**config.mk**
```make
export PLATFORM = sky130hd
export DESIGN_NAME = pwm_timebase
export DESIGN_NICKNAME = d
export VERILOG_FILES = /design/src/rtl/timebase_pkg.sv /design/src/rtl/pwm_timebase_comparator.sv /design/src/rtl/pwm_timebase.sv
export SDC_FILE = /design/constraint.sdc
export NUM_CORES = 1
export LEC_CHECK = 0
export CORE_UTILIZATION = 49
export DETAILED_ROUTE_END_ITERATION = 10
export PLACE_DENSITY_LB_ADDON = 0.3
export SYNTH_ARGS = -nofsm -noshare
export SYNTH_HDL_FRONTEND = slang
export SYNTH_SLANG_ARGS = --single-unit
```
**constraint.sdc**
```tcl
create_clock -name clk -period 4.6 [get_ports clk]
set_input_delay 0.92 -clock clk [delete_from_list [all_inputs] [get_ports clk]]
set_output_delay 0.92 -clock clk [all_outputs]
set_load 0.01 [all_outputs]
```
**src/rtl/timebase_pkg.sv**
```systemverilog
// Shared types for the PWM timebase: operand width, word type and control states.
package timebase_pkg;

  localparam int TB_WIDTH = 30;

  typedef logic [TB_WIDTH-1:0] tb_word_t;

  typedef enum logic [1:0] {
    IDLE,
    RUN,
    PAUSE
  } tb_state_t;

endpackage

```
**src/rtl/pwm_timebase_comparator.sv**
```systemverilog
// Unsigned magnitude compare; lt is high when count is strictly below desired.
import timebase_pkg::*;

module comparator #(
  parameter int WIDTH = TB_WIDTH
) (
  input  logic [WIDTH-1:0] count,
  input  logic [WIDTH-1:0] desired,
  output logic             lt
);

  assign lt = (count < desired);

endmodule

```
**src/rtl/pwm_timebase.sv**
```systemverilog
// Programmable period/duty timebase feeding the downstream PWM comparator.
// New settings go through a shadow and are applied only at a period boundary.
import timebase_pkg::*;

module pwm_timebase #(
  parameter int WIDTH = TB_WIDTH
) (
  input  logic             clk,
  input  logic             reset,
  input  logic             enable,
  input  logic             clear,
  input  logic             load,
  input  logic [WIDTH-1:0] period_in,
  input  logic [WIDTH-1:0] duty_in,
  output logic [WIDTH-1:0] count,
  output logic [WIDTH-1:0] desired,
  output logic             wrap,
  output logic             pending,
  output logic             running
);

  tb_state_t        state, state_nxt;
  logic [WIDTH-1:0] period_act, period_nxt;
  logic [WIDTH-1:0] pend_period, pend_period_nxt;
  logic [WIDTH-1:0] pend_duty, pend_duty_nxt;
  logic [WIDTH-1:0] count_nxt, desired_nxt;
  logic             pending_nxt, wrap_nxt;

  // A load in the same cycle as an apply point bypasses the shadow.
  logic [WIDTH-1:0] src_period, src_duty, src_desired;
  logic             src_valid, duty_over;

  assign src_period = load ? period_in : pend_period;
  assign src_duty   = load ? duty_in   : pend_duty;
  assign src_valid  = load | pending;

  comparator #(.WIDTH(WIDTH)) u_clamp (
    .count   (src_period),
    .desired (src_duty),
    .lt      (duty_over)
  );

  assign src_desired = duty_over ? src_period : src_duty;

  always_comb begin
    // NOTE: every target gets its hold value first, so no path through this block can infer a latch.
    state_nxt       = state;
    count_nxt       = count;
    period_nxt      = period_act;
    desired_nxt     = desired;
    pend_period_nxt = pend_period;
    pend_duty_nxt   = pend_duty;
    pending_nxt     = pending;
    wrap_nxt        = 1'b0;

    if (load) begin
      pend_period_nxt = period_in;
      pend_duty_nxt   = duty_in;
      pending_nxt     = 1'b1;
    end

    if (clear) begin
      state_nxt = IDLE;
      count_nxt = '0;
    end else begin
      case (state)
        IDLE: begin
          count_nxt = '0;
          if (src_valid) begin
            period_nxt  = src_period;
            desired_nxt = src_desired;
            pending_nxt = 1'b0;
          end
          if (enable && (period_nxt != '0)) state_nxt = RUN;
        end

        RUN: begin
          if (!enable) begin
            state_nxt = PAUSE;
          end else if (count == period_act - WIDTH'(1)) begin
            count_nxt = '0;
            wrap_nxt  = 1'b1;
            if (src_valid) begin
              period_nxt  = src_period;
              desired_nxt = src_desired;
              pending_nxt = 1'b0;
              // A zero period cannot run; park in IDLE until a usable one arrives.
              if (src_period == '0) state_nxt = IDLE;
            end
          end else begin
            count_nxt = count + WIDTH'(1);
          end
        end

        PAUSE: begin
          if (enable) state_nxt = RUN;
        end

        default: begin
          state_nxt = IDLE;
          count_nxt = '0;
        end
      endcase
    end
  end

  always_ff @(posedge clk) begin
    // NOTE: sequential state uses non-blocking assignments so every register samples pre-edge values.
    if (reset) begin
      state       <= IDLE;
      count       <= '0;
      period_act  <= '0;
      desired     <= '0;
      pend_period <= '0;
      pend_duty   <= '0;
      pending     <= 1'b0;
      wrap        <= 1'b0;
    end else begin
      state       <= state_nxt;
      count       <= count_nxt;
      period_act  <= period_nxt;
      desired     <= desired_nxt;
      pend_period <= pend_period_nxt;
      pend_duty   <= pend_duty_nxt;
      pending     <= pending_nxt;
      wrap        <= wrap_nxt;
    end
  end

  assign running = (state == RUN);

endmodule

```
## Yosys cells after proc, flatten, opt, wreduce, memory -nomap -nowiden

Index checks and enable logic that the tools add are counted.
Widths: inputs -> output; s select.

| cells by class | value |
|---|---|
| add/subtract/negate cells | 2 |
| $lt $le $gt $ge | 1 |
| eq/ne operators | 10 |
| muxes and demuxes | 30 |
| bitwise operators | 5 |
| reduce and logical (&&, ||, !) cells | 10 |

Operators with widths:

| cell | number |
|---|---|
| $mux 30 | 13 |
| $pmux 30 s2 | 3 |
| $add 30x1->30 const B | 1 |
| $eq 30x30->1 | 1 |
| $logic_not 30->1 | 1 |
| $lt 30x30->1 | 1 |
| $reduce_bool 30->1 | 1 |
| $sub 30x1->30 const B | 1 |
| $mux 2 | 6 |
| $ne 3x2->1 const B | 3 |
| $mux 1 | 6 |
| $ne 2x2->1 const B | 3 |
| $pmux 2 s3 | 1 |
| $reduce_and 5->1 | 1 |
| $not 1->1 | 4 |
| $reduce_and 4->1 | 1 |
| $reduce_or 4->1 | 1 |
| $eq 2x1->1 const B | 1 |
| $eq 2x2->1 const B | 1 |
| $logic_not 2->1 | 1 |
| $ne 2x1->1 const B | 1 |
| $pmux 1 s2 | 1 |
| $reduce_and 2->1 | 1 |
| $reduce_bool 2->1 | 1 |
| 3 further kinds | 3 |

| storage, ports and cells | value |
|---|---|
| bits in registers | 154 |
| input port bits | 65 |
| output and inout port bits | 63 |
| logic and storage cells | 66 |

## Depth between registers and ports, before layout

| logic depth | value |
|---|---|
| word-level depth | 8 |
| mapped depth | 15 |
| depth with buffers taken out | 12 |

## Hierarchy

From an unflattened synthesis, not the netlist that was laid out.

| unflattened totals | value |
|---|---|
| cell total of the unflattened synthesis | 977 |
| area, all modules | 8739.6 um2 |

Modules (own cells, without submodules):

| module | instances | cells an instance | area an instance (um2) | sequential area each (um2) |
|---|---|---|---|---|
| pwm_timebase | 1 | 877 | 8012.7 | 3083.0 |
| comparator | 1 | 100 | 726.9 | 0.0 |

## Worst setup path before layout

OpenSTA, ideal clock, no wires.

| path | value |
|---|---|
| kind | input to register |
| from | in load |
| to | reg desired[10] |
| setup time | 0.058 ns |
| data arrival time | 4.660 ns |
| data required time | 4.542 ns |
| path slack | -0.118 ns |
| stages | 15 |
| buffers on the path | 4 |
| cell sequence | clkbuf_1 -> buf_1 -> clkbuf_1 -> mux2i_1 -> ha_1 -> nand4_1 -> nor4_1 -> o41ai_1 -> nor4_1 -> a211o_1 -> a211o_1 -> clkbuf_1 -> mux2_2 -> a211oi_1 -> a31o_2 |

| between the ends | value |
|---|---|
| longest elaborated chain between the ends | 7 |
| elaborated cells on any way between the ends | 9 |
| those cells by class | 1 x order compare; 7 x mux; 1 x bitwise |

Ends and longest elaborated chain:

| what | RTL line | RTL |
|---|---|---|
| from (decl) | pwm_timebase.sv:12 | `input logic load,` |
| $mux 30 | n/a |  |
| $lt 30x30->1 | pwm_timebase_comparator.sv:12 | `assign lt = (count < desired);` |
| $mux 30 | pwm_timebase.sv:43 | `assign src_desired = duty_over ? src_period : src_duty;` |
| $mux 30 * | pwm_timebase.sv:69, pwm_timebase.sv:83 |  |
| $mux 30 | pwm_timebase.sv:80 | `end else if (count == period_act - WIDTH'(1)) begin` |
| $mux 30 | pwm_timebase.sv:78 | `if (!enable) begin` |
| $pmux 30 s2 * | pwm_timebase.sv:66 | `case (state)` |
| to (signal assigned) | pwm_timebase.sv:122 | `desired <= desired_nxt;` |
| to (decl) | pwm_timebase.sv:16 | `output logic [WIDTH-1:0] desired,` |

Every way passes the cells marked *; elsewhere a longest branch is shown, timed or not. The select of a mux whose other input is x is not followed.
A chain may end at the register's enable or synchronous reset.

## Final worst setup path

| path | value |
|---|---|
| from | in load |
| to | reg desired[9] |

The elaborated chain is that of the path after synthesis.

==> impl_metrics.json <==
{
  "crit_arrival_ns": 4.63,
  "finalCritPeriodShare_pct": 92.5,
  "cp-startpoint": "load",
  "syn_area_per_cell_sq_um": 8.69,
  "synth_cell_type_count": 67,
  "slowest_delay_ns": 0.52,
  "ir_worst_vdd_mv": 0.314,
  "crit_fanout": 30,
  "die_height_microns": 132,
  "clock_sinks": 154,
  "fmax_mhz": 235,
  "layout_commonest_cell": "dfxtp_1",
  "port_buffers": 127,
  "use_met3_pct": 5.11,
  "worstReg2RegEnd": "desired[12]",
  "cp_cell_sequence": "buf_4 -> mux2i_1 -> inv_1 -> ha_1 -> nand4_1 -> nor4_1 -> o41ai_1 -> nor4_1 -> a211o_1 -> a211o_1 -> buf_12 -> mux2_2 -> a211oi_1 -> a31o_2",
  "synth_fp_nets": 1054,
  "drt_iter0_markers": 620,
  "p_per_area_nw_per_um2": 348,
  "dpl_cell_area_sq_um": 9860,
  "synth_warnings": 0,
  "cp.required_ns": 4.98,
  "fin_nets": 1165,
  "p_total_mw": 3.64,
  "slew-limit-headroom_pct": 27.3,
  "clock_path_buffers": 2,
  "drive_above_1_share_pct": 13.0,
  "worstMarginPinSlew_ns": 1.09,
  "mostFrequentLayoutCells": "dfxtp_1, nor2_1, clkdlybuf4s50_1",
  "reg2reg_from": "period_act[0]",
  "grtUsageMet1_pct": 35.4,
  "yosysSeqAreaShare_pct": 37.0,
  "totalWireLength_microns": 23500,
  "fin_tns_setup_ns": 0,
  "dp_hpwl_microns": 16600,
  "gp_congestion": 0.950,
  "syn_inst": 958,
  "fin_area_sq_um": 10500,
  "slew_violations": 0,
  "cts_hold_buffers": 0,
  "cts_resized": 0,
  "cp-end-kind": "flop",
  "synth_area_sq_um": 8320,
  "grt_pass1_wl_microns": 37300,
  "area_growth_pct": 25.6,
  "grt_max_degree": 70,
  "die-area_sq_um": 17500,
  "grtUsageTotal_pct": 27.0,
  "core_sq_um": 16600,
  "r2r_cells": 11,
  "hold_class": "reg -> reg",
  "grt-busiest-layer": "met2",
  "detail_route.first_pass.iterations": 5,
  "ys.flop_type": "dfxtp_1",
  "fp.dieW_microns": 132,
  "start_util_pct": 50.2,
  "final-hold-violation-count": 0,
  "final-setup-viol-count": 0,
  "clk_pin_slew_ns": 0.06,
  "rrSetupSlack_ns": 0.78,
  "drc": 0,
  "max-cap-violations": 0,
  "synth_edf_count": 0,
  "clockRootBuffer": "clkbuf_16",
  "finalWorstPathRequiredPeriod_ns": 4.26,
  "async_reset_ff_share_pct": 0,
  "cts_setup_buffers": 0,
  "final.setup.worst_slack_ns": 0.345,
  "skew_ns": 0.0103,
  "post_drt_via_cell_ratio": 5.89,
  "leakagePower_nw": 4.18,
  "cp_slowest_cell": "nor4_1",
  "clock_latency_ns": 0.44,
  "cts_buffers": 17,
  "rows": 47,
  "place_ws_ns": 0.0992,
  "utilization_pct": 63.0,
  "vias": 7664,
  "htree_levels": 4,
  "startpoint_type": "primary input",
  "synth_seq_cells": 154,
  "rsz0062_at_grt": "false",
  "grt_use_met2_pct": 42.9,
  "ios": 128,
  "cts_tree": "built",
  "crit_type": "in -> reg",
  "run_status": "completed",
  "wl_per_cell_microns": 18.1,
  "ant_nets": 0,
  "n_antenna_cell": 0,
  "gr-total-overflow": 0,
  "critical_path.endpoint": "desired[9]",
  "antenna_found_initial": 0,
  "grt_pass1_vias": 7070
}
[how the worst min path moves through the flow]
stage                     start     endpoint  slack, ns  cells past startpoint
CTS                 desired[16]  desired[16]       0.49                      1
detailed placement   desired[2]   desired[2]       0.47                      1
finish              desired[16]  desired[16]       0.49                      1
global route        desired[20]  desired[20]       0.51                      1
floorplan              state[0]      pending       0.46                      2
global placement     desired[2]   desired[2]       0.47                      1
[logic make-up after synthesis]
kind of cell	after synthesis	share of synthesized area [%]
flip-flops	154	37.0
AO/OA/AOI/OAI	186	15.1
adder cells (fa/ha/maj)	31	4.66
multiplexers	91	11.6
XOR/XNOR	71	7.47
AND/OR/NAND/NOR	319	19.0
buffers and inverters	106	5.10
[metal layers]
layer	routed length, microns	vias up
li1	-	3662
met1	10100	3598
met2	10800	334
met3	1700	70
met4	900	0
met5	0	-
[state kept, by name (all words and copies together) (netlist names)]
name	count
desired	30
pend_duty	30
period_act	30
pend_period	30
state	2
pending	1
count	30
wrap	1
[power by group]
part           switching [mW]  total [mW]  internal, mW
clock                   0.609        1.44         0.827
combinational           0.398       0.756         0.358
sequential             0.0474        1.44          1.40
total                    1.05        3.64          2.58
[final cells by class]
| cell class | instances | area, sq um |
|---|---|---|
| well taps | 220 | 275 |
| clock inverters | 14 | 159 |
| flip-flops and latches | 154 | 3080 |
| fillers | 1455 | 6130 |
| multi-input cells | 698 | 4820 |
| inverters | 39 | 146 |
| clock buffers | 18 | 439 |
| repair buffers | 159 | 1530 |
[synthesized netlist by cell type, drive strengths merged (21+ instances only)]
cell type  count  area (sq um)
dfxtp        154          3080
nor2         129           487
mux2i         60           601
nand3         58           295
clkbuf        46           173
a21oi         44           224
o21ai         44           231
xor2          42           368
inv           39           146
a211oi        33           248
a31o          31           272
ha            31           388
mux2          30           342
nand2         30           113
xnor2         29           254
nand4         25           156
buf           21           105
[worst max-delay path: cells and delay by family]
| kind | cells | cell delay [ns] |
|---|---|---|
| simple gates | 3 | 0.83 |
| compound gates | 5 | 1.02 |
| mux | 2 | 0.74 |
| fa+ha+maj | 1 | 0.35 |
| buf+inv | 3 | 0.72 |
[per-stage QoR]
| stage | instances | hold slack, ns |
|---|---|---|
| after floorplan | 958 | 0.458 |
| after global placement | 1270 | 0.468 |
| after detailed placement | 1270 | 0.467 |
| after CTS | 1302 | 0.491 |
| after global routing | 1302 | 0.509 |
| final | 1302 | 0.490 |
No activity file was read; power rests on OpenSTA's default activity.
